==> src/rtl/uram_fifo_reader.sv <==
`default_nettype none
// ============================================================================
// Module      : uram_fifo_reader
// Description : Credit-based reader for a fixed-latency upstream FIFO
//               (uram_fifo). Issues reads only when the output buffer has
//               room for every word already in flight, captures returning
//               words into a small circular buffer and presents them as a
//               valid/ready stream with registered outputs.
// Revision    : 1.0 - initial release
// ============================================================================
module uram_fifo_reader #(
  parameter int DATA_WIDTH   = 16,
  parameter int READ_LATENCY = 2,
  parameter int BUF_DEPTH    = READ_LATENCY + 2
) (
  input  logic                             clk,
  input  logic                             rst,
  output logic                             fifo_rd_en,
  input  logic [DATA_WIDTH-1:0]            fifo_rd_data,
  input  logic                             fifo_rd_busy,
  output logic                             m_valid,
  output logic [DATA_WIDTH-1:0]            m_data,
  input  logic                             m_ready,
  output logic [$clog2(BUF_DEPTH+1)-1:0]   buf_count
);

  localparam int c_cnt_w = $clog2(BUF_DEPTH + 1);
  localparam int c_ptr_w = (BUF_DEPTH > 1) ? $clog2(BUF_DEPTH) : 1;
  localparam int c_sum_w = c_cnt_w + 1;
  localparam logic [c_ptr_w-1:0] c_last_ptr = c_ptr_w'(BUF_DEPTH - 1);

  // Reject parameter sets the credit scheme cannot honour
  if (READ_LATENCY < 1 || READ_LATENCY > 8) begin : g_bad_latency
    $error("uram_fifo_reader: READ_LATENCY must be in 1..8");
  end
  if (BUF_DEPTH < READ_LATENCY + 1) begin : g_bad_depth
    $error("uram_fifo_reader: BUF_DEPTH must be at least READ_LATENCY+1");
  end

  // In-flight tracking: bit i set means a read accepted i+1 edges ago
  logic [READ_LATENCY-1:0] r_sr;
  logic [READ_LATENCY-1:0] w_sr_next;

  // Circular output buffer and its bookkeeping
  logic [DATA_WIDTH-1:0]   r_mem [BUF_DEPTH];
  logic [c_ptr_w-1:0]      r_head;
  logic [c_ptr_w-1:0]      r_tail;
  logic [c_cnt_w-1:0]      r_count;

  // Registered stream outputs
  logic                    r_valid;
  logic [DATA_WIDTH-1:0]   r_data;

  logic [c_cnt_w-1:0]      w_inflight;
  logic                    w_credit_ok;
  logic                    w_accept;
  logic                    w_push;
  logic                    w_pop;
  logic [c_cnt_w-1:0]      w_count_next;
  logic [c_ptr_w-1:0]      w_head_next;
  logic [c_ptr_w-1:0]      w_tail_next;
  logic                    w_empty_after_pop;
  logic [DATA_WIDTH-1:0]   w_head_data;

  // Modulo-BUF_DEPTH pointer increment; works for non power-of-two depths
  function automatic logic [c_ptr_w-1:0] f_ptr_inc(input logic [c_ptr_w-1:0] p);
    return (p == c_last_ptr) ? '0 : p + 1'b1;
  endfunction

  // Count reads still travelling through the upstream read pipeline
  always_comb begin
    w_inflight = '0;
    for (int i = 0; i < READ_LATENCY; i++) begin
      w_inflight = w_inflight + c_cnt_w'(r_sr[i]);
    end
  end

  // A read is only issued if every outstanding word plus this one fits
  assign w_credit_ok = ({1'b0, r_count} + {1'b0, w_inflight}) < c_sum_w'(BUF_DEPTH);
  assign fifo_rd_en  = !rst && !fifo_rd_busy && w_credit_ok;
  assign w_accept    = fifo_rd_en;

  // Returning word lands exactly when the oldest in-flight stage is set
  assign w_push = r_sr[READ_LATENCY-1];
  assign w_pop  = r_valid && m_ready;

  // Next-state computation for shift register, pointers, count and head word
  always_comb begin
    w_sr_next         = r_sr << 1;
    w_sr_next[0]      = w_accept;
    w_count_next      = r_count + c_cnt_w'(w_push) - c_cnt_w'(w_pop);
    w_head_next       = w_pop  ? f_ptr_inc(r_head) : r_head;
    w_tail_next       = w_push ? f_ptr_inc(r_tail) : r_tail;
    // When the buffer drains to nothing this edge, an arriving word becomes
    // the new head directly, bypassing the storage array.
    w_empty_after_pop = (r_count == c_cnt_w'(w_pop));
    if (w_push && w_empty_after_pop) begin
      w_head_data = fifo_rd_data;
    end else begin
      w_head_data = r_mem[w_head_next];
    end
  end

  // Control state and registered stream outputs
  always_ff @(posedge clk) begin
    if (rst) begin
      r_sr    <= '0;
      r_head  <= '0;
      r_tail  <= '0;
      r_count <= '0;
      r_valid <= 1'b0;
      r_data  <= '0;
    end else begin
      r_sr    <= w_sr_next;
      r_head  <= w_head_next;
      r_tail  <= w_tail_next;
      r_count <= w_count_next;
      r_valid <= (w_count_next != '0);
      r_data  <= (w_count_next != '0) ? w_head_data : '0;
    end
  end

  // Buffer storage write; the credit rule guarantees the tail slot is free
  always_ff @(posedge clk) begin
    if (!rst && w_push) begin
      r_mem[r_tail] <= fifo_rd_data;
    end
  end

  assign m_valid   = r_valid;
  assign m_data    = r_data;
  assign buf_count = r_count;

endmodule
`default_nettype wire

==> config.mk <==
export PLATFORM = sky130hd
export DESIGN_NAME = uram_fifo_reader
export DESIGN_NICKNAME = d
export VERILOG_FILES = /design/src/rtl/uram_fifo_reader.sv
export SDC_FILE = /design/constraint.sdc
export NUM_CORES = 1
export LEC_CHECK = 0
export ABC_AREA = 1
export BUFFER_PORTS_ARGS = -buffer_cell sky130_fd_sc_hd__buf_2
export CORE_MARGIN = 2
export CORE_UTILIZATION = 51
export CTS_CLUSTER_SIZE = 10
export DETAILED_ROUTE_END_ITERATION = 6
export GPL_ROUTABILITY_DRIVEN = 0
export PLACE_DENSITY = 0.68
export SYNTH_ARGS = -nofsm -noshare
export SYNTH_HDL_FRONTEND = slang
export SYNTH_SLANG_ARGS = --single-unit
==> constraint.sdc <==
create_clock -name clk -period 2.7 [get_ports clk]
set_input_delay 0.54 -clock clk [delete_from_list [all_inputs] [get_ports clk]]
set_output_delay 0.54 -clock clk [all_outputs]
set_load 0.01 [all_outputs]
== After elaboration in Yosys (flattened, before gate mapping) ==
Memories as Yosys holds them, arrays and structs flattened.
Index checks and enable logic that the tools add are counted.
Widths: inputs -> output; s select.
Cells by class
  multiplexer cells: 6
  $lt $le $gt $ge: 1
  $add $sub $neg: 6
  reduce and logical (&&, ||, !) cells: 9
  eq/ne operators: 3
  bitwise gates (word level): 1
Operators by type and width (count)
  $mux 16: 1
  $mux 2: 3
  $logic_and 1x1->1: 5
  $add 2x1->2 const B: 2
  $add 3x2->4: 1
  $eq 2x2->1 const B: 2
  $lt 4x3->1 const B: 1
  $add 3x1->3: 1
  $eq 3x1->1: 1
  $reduce_bool 3->1: 1
  $sub 3x1->3: 1
  $add 1x1->2: 1
  $logic_not 1->1: 2
  $mux 1: 2
  $reduce_or 2->1: 1
  $not 1->1: 1
Storage, ports and cells
  word-level logic and storage cells: 33
  output and inout bits: 21
  memory bits (writable): 64
  memories: 1
  bits in registers: 26
Memories
  r_mem: words 4, width 16, read ports 1, clocked after memory_dff 0, wr ports 1, RTL line 45  | logic [DATA_WIDTH-1:0] r_mem [BUF_DEPTH];

== Longest topological paths before layout ==
  depth after elaboration: 5
  mapped depth: 15

== Worst setup path after synthesis ==
OpenSTA, ideal clock, no wires.
  path type: input port to flip-flop
  from: input m_ready
  to: register r_data[10], in the netlist m_data[10]
  data required time: 2.591 ns
  path buffers: 1
  arrival time: 2.257 ns
  stages on the path: 15
  setup slack: 0.334 ns
  cell sequence: nand2_2 inv_2 nand2_1 nand2_1 ha_1 fa_1 inv_1 nand2_1 o21ai_0 clkinv_1 buf_2 nand2_1 inv_1 nand2_1 inv_1
Between the ends
  longest elaborated chain between the ends: 5
RTL lines
  start, declared: RTL line 23  | input logic m_ready,
  $logic_and 1x1->1: RTL line 85  | assign w_pop = r_valid && m_ready;
  $sub 3x1->3: RTL line 91  | w_count_next = r_count + c_cnt_w'(w_push) - c_cnt_w'(w_pop);
  named net w_count_next[1]: RTL line 59  | logic [c_cnt_w-1:0] w_count_next;
  $reduce_bool 3->1: RTL line 119  | r_data <= (w_count_next != '0) ? w_head_data : '0;
  $not 1->1 (no source line)
  $reduce_or 2->1 (no source line)
  end signal, assigned: RTL line 119
  end, declared: RTL line 52  | logic [DATA_WIDTH-1:0] r_data;
The timed path passes the listed nets, and every way through them passes these cells.
A chain may end at the register's enable or synchronous reset.

== Worst setup path after layout ==
  from: register r_valid, in the netlist m_valid
  to: register r_data[3], in the netlist m_data[3]
Between the ends
  longest elaborated chain between the ends: 5
RTL lines
  start, declared: RTL line 51  | logic r_valid;
  start signal, assigned: RTL line 118  | r_valid <= (w_count_next != '0);
  $logic_and 1x1->1: RTL line 85
  $sub 3x1->3: RTL line 91
  named net w_count_next[1]: RTL line 59
  $reduce_bool 3->1: RTL line 119
  $not 1->1 (no source line)
  $reduce_or 2->1 (no source line)
The timed path passes the listed nets, and every way through them passes these cells.

==> summary.txt <==
Status
  • Status: finished clean

Global routing
  • Met1 GRT Util: between 20 and 30%
  • Vias in the first global route: 2940
  • GRT Residual Overflow: 0
  • GR peak layer: met2
  • Initial antenna violation count: 0
  • Largest net degree at the start of global routing: 34
  • Met2 Track Usage GR: between 30 and 40%
  • GRT met3 Usage: roughly 4.2%
  • First-pass GRT wire length: approximately 14000 um
  • Overall Global Routing Usage: 21.8%

Worst setup path
  • Internal reg-to-reg setup slack: ~0.40 ns
  • CP Capture Type: register
  • Worst EP required: 2.97 ns
  • Worst Path Arrival: around 2.6 ns
  • Crit Path Category: register to register
  • Startpoint Class: register
  • Crit path max fanout: 17

Clock network
  • Setup Fix Bufs, Post-CTS: 0
  • CTS buffer count: 9
  • Post-CTS resize count: 0
  • CTS tree: built
  • Clock buffer depth: 2
  • Worst-path clk slew: around 0.09 ns
  • Root Buffer: clkbuf_8
  • Max H-tree Level: 3
  • Sink Count: 90
  • Clk_lat worst skew: 0.36 ns
  • Post-CTS Hold Buffers: 0

STA
  • Max Fclk: approximately 430 MHz
  • Post-route minimum period: 2.30 ns
  • RSZ-0062 raised after global routing: no
  • Final Hold Vio Count: 0
  • Slew @ Worst Pin: 0.738 ns
  • Setup violators final: 0
  • Fin Hold WS: roughly 0.4 ns
  • Slew HR: 50.7%
  • Layout Skew: around 0.013 ns
  • Setup TNS: 0 ns
  • Pins over their slew limit: 0
  • Period utilization: 85.3%

Detailed routing
  • Iter 0 DRT Violations: 158
  • DRC Markers: 0
  • DRT Wirelength: 8780 um
  • First-pass DRT Iterations: 4
  • Avg Vias per Cell: 4.99
  • Vias: 3015
  • Routed WL per cell: 14.5 um
  • Routed Antenna Nets: 0

Synthesis
  • Cell area after synthesis: slightly above 0.004 sq mm
  • Post-synth EDFFs: 64
  • Dominant synthesized flop cell: edfxtp_1
  • Mapped Cells: 452
  • Synth Net Count: slightly below 500
  • Syn Area/Cell: around 9.2 sq um
  • Warnings, synthesis: 0
  • Synth cell types: 26
  • Part of the Yosys area used for sequential elements: around three fifths
  • Register bit total from synthesis: 90
  • Share of flip-flops with an asynchronous set or reset: 0%

Power and ir drop
  • Leak: ~2.3 nW
  • Final Power: 0.00375 W
  • Power Density: 812 mW/mm^2
  • Worst VDD drop: 0.000397 V

Final layout
  • Nets@finish: 526
  • Most frequent cells in the layout: inv_1 (127), nand3_1 (96), edfxtp_1 (64)
  • # diodes: 0
  • Sequential cell area: about 0.0024 sq mm
  • Area of the multi-input gates: approximately 0.0011 sq mm
  • Fin cells: a little over 600
  • Fill cells: 718
  • Area Growth Syn to Fin: 11.3%
  • Commonest non-fill, non-tap cell in the layout: inv_1
  • Share of layout cells above drive strength 1: 15.1%

Die
  • Die Footprint: 0.00888 sq mm
  • Num ports: slightly above 40
  • Core area: 0.00781 sq mm
  • Initial Utilization: 53.2%
  • Die H: 94.3 um
  • # rows: 32
  • Die Wd: 94.3 um

Placed design
  • DP Cell Count: 588
  • PortBufs: 40
  • Hpwl dp: 5380 um

Run
  • Maxcap violations: 0

Worst hold path
  • Worst min path class: input pin to register
registers in the layout, indices dropped and copies added, names as in the netlist:
register   count
m_valid        1
r_tail         2
r_head         2
r_mem         64
buf_count      3
m_data        16
r_sr           2
path summary, 6_finish.rpt:
| kind | start | endpoint | depth (start not counted) |
|---|---|---|---|
| setup / recovery | m_valid | m_data[3] | 15 |
| hold / removal | fifo_rd_data[8] | r_mem[1][8] | 1 |
| hold reg to reg | r_sr[0] | r_sr[1] | 2 |
| setup reg to reg | m_valid | m_data[3] | 15 |
routing by layer:
| metal | share of wire [%] | vias to the layer above | wire (um) |
|---|---|---|---|
| met5 | 0 | - | 0 |
| met3 | 6.0 | 12 | 526 |
| met1 | 43 | 1397 | 3800 |
| met2 | 49 | 89 | 4300 |
| met4 | 1.7 | 0 | 148 |
| li1 | - | 1517 | - |
through the flow:
step	worst slack [ns]	utilization, %	area, sq um
floorplan	0.334	-	4150
global placement	0.202	57.2	4470
detailed placement	0.113	57.2	4470
CTS	0.399	59.2	4620
global route	0.176	59.2	4620
finish	0.396	59.2	4620
cell families after synthesis:
logic type,Yosys count,synth area share (%)
AND/OR/NAND/NOR,195,22.5
adder cells (fa/ha/maj),9,2.89
flip-flops,90,58.8
XOR/XNOR,1,0.211
buffers and inverters,149,14.4
AO/OA/AOI/OAI,8,1.20
worst max-delay path, cell delays in order, from the launching register on:
cell and delay, ns:
dfxtp_1 0.33, nand2_2 0.17, inv_2 0.06, nand2_1 0.11, nand2_1 0.07, ha_1 0.20
fa_1 0.44, inv_1 0.09, nand2_1 0.05, o21ai_0 0.18, clkinv_1 0.08, buf_4 0.20
nand2_1 0.09, inv_1 0.05, nand2_1 0.06, inv_1 0.03
Yosys cell counts, types with 2 or more instances:
cell type / instances / share of area [%]
nand3_1: 96 / 12
inv_2: 3 / 0.27
nand4_1: 16 / 2.4
o21ai_0: 2 / 0.24
edfxtp_1: 64 / 46
nor2_1: 14 / 1.3
buf_6: 2 / 0.54
a21oi_1: 3 / 0.36
inv_1: 127 / 11
nand2_2: 3 / 0.45
buf_2: 13 / 1.6
buf_4: 2 / 0.36
ha_1: 8 / 2.4
nand2_1: 62 / 5.6
dfxtp_1: 26 / 13
power by group:
group | internal [W] | total (W) | switching [W]
Combinational | 0.000437 | 0.00125 | 0.000810
Sequential | 0.00165 | 0.00172 | 0.0000766
Clock | 0.000332 | 0.000783 | 0.000451
cell type report:
class	instances	area share, %
sequential	90	52.8
clock inverter	4	0.460
inverter	131	10.6
clock buffer	12	2.92
timing repair buffer	52	6.28
multi-input combinational	213	24.1
tap	102	2.76
Power figures use the tool's default switching activity.
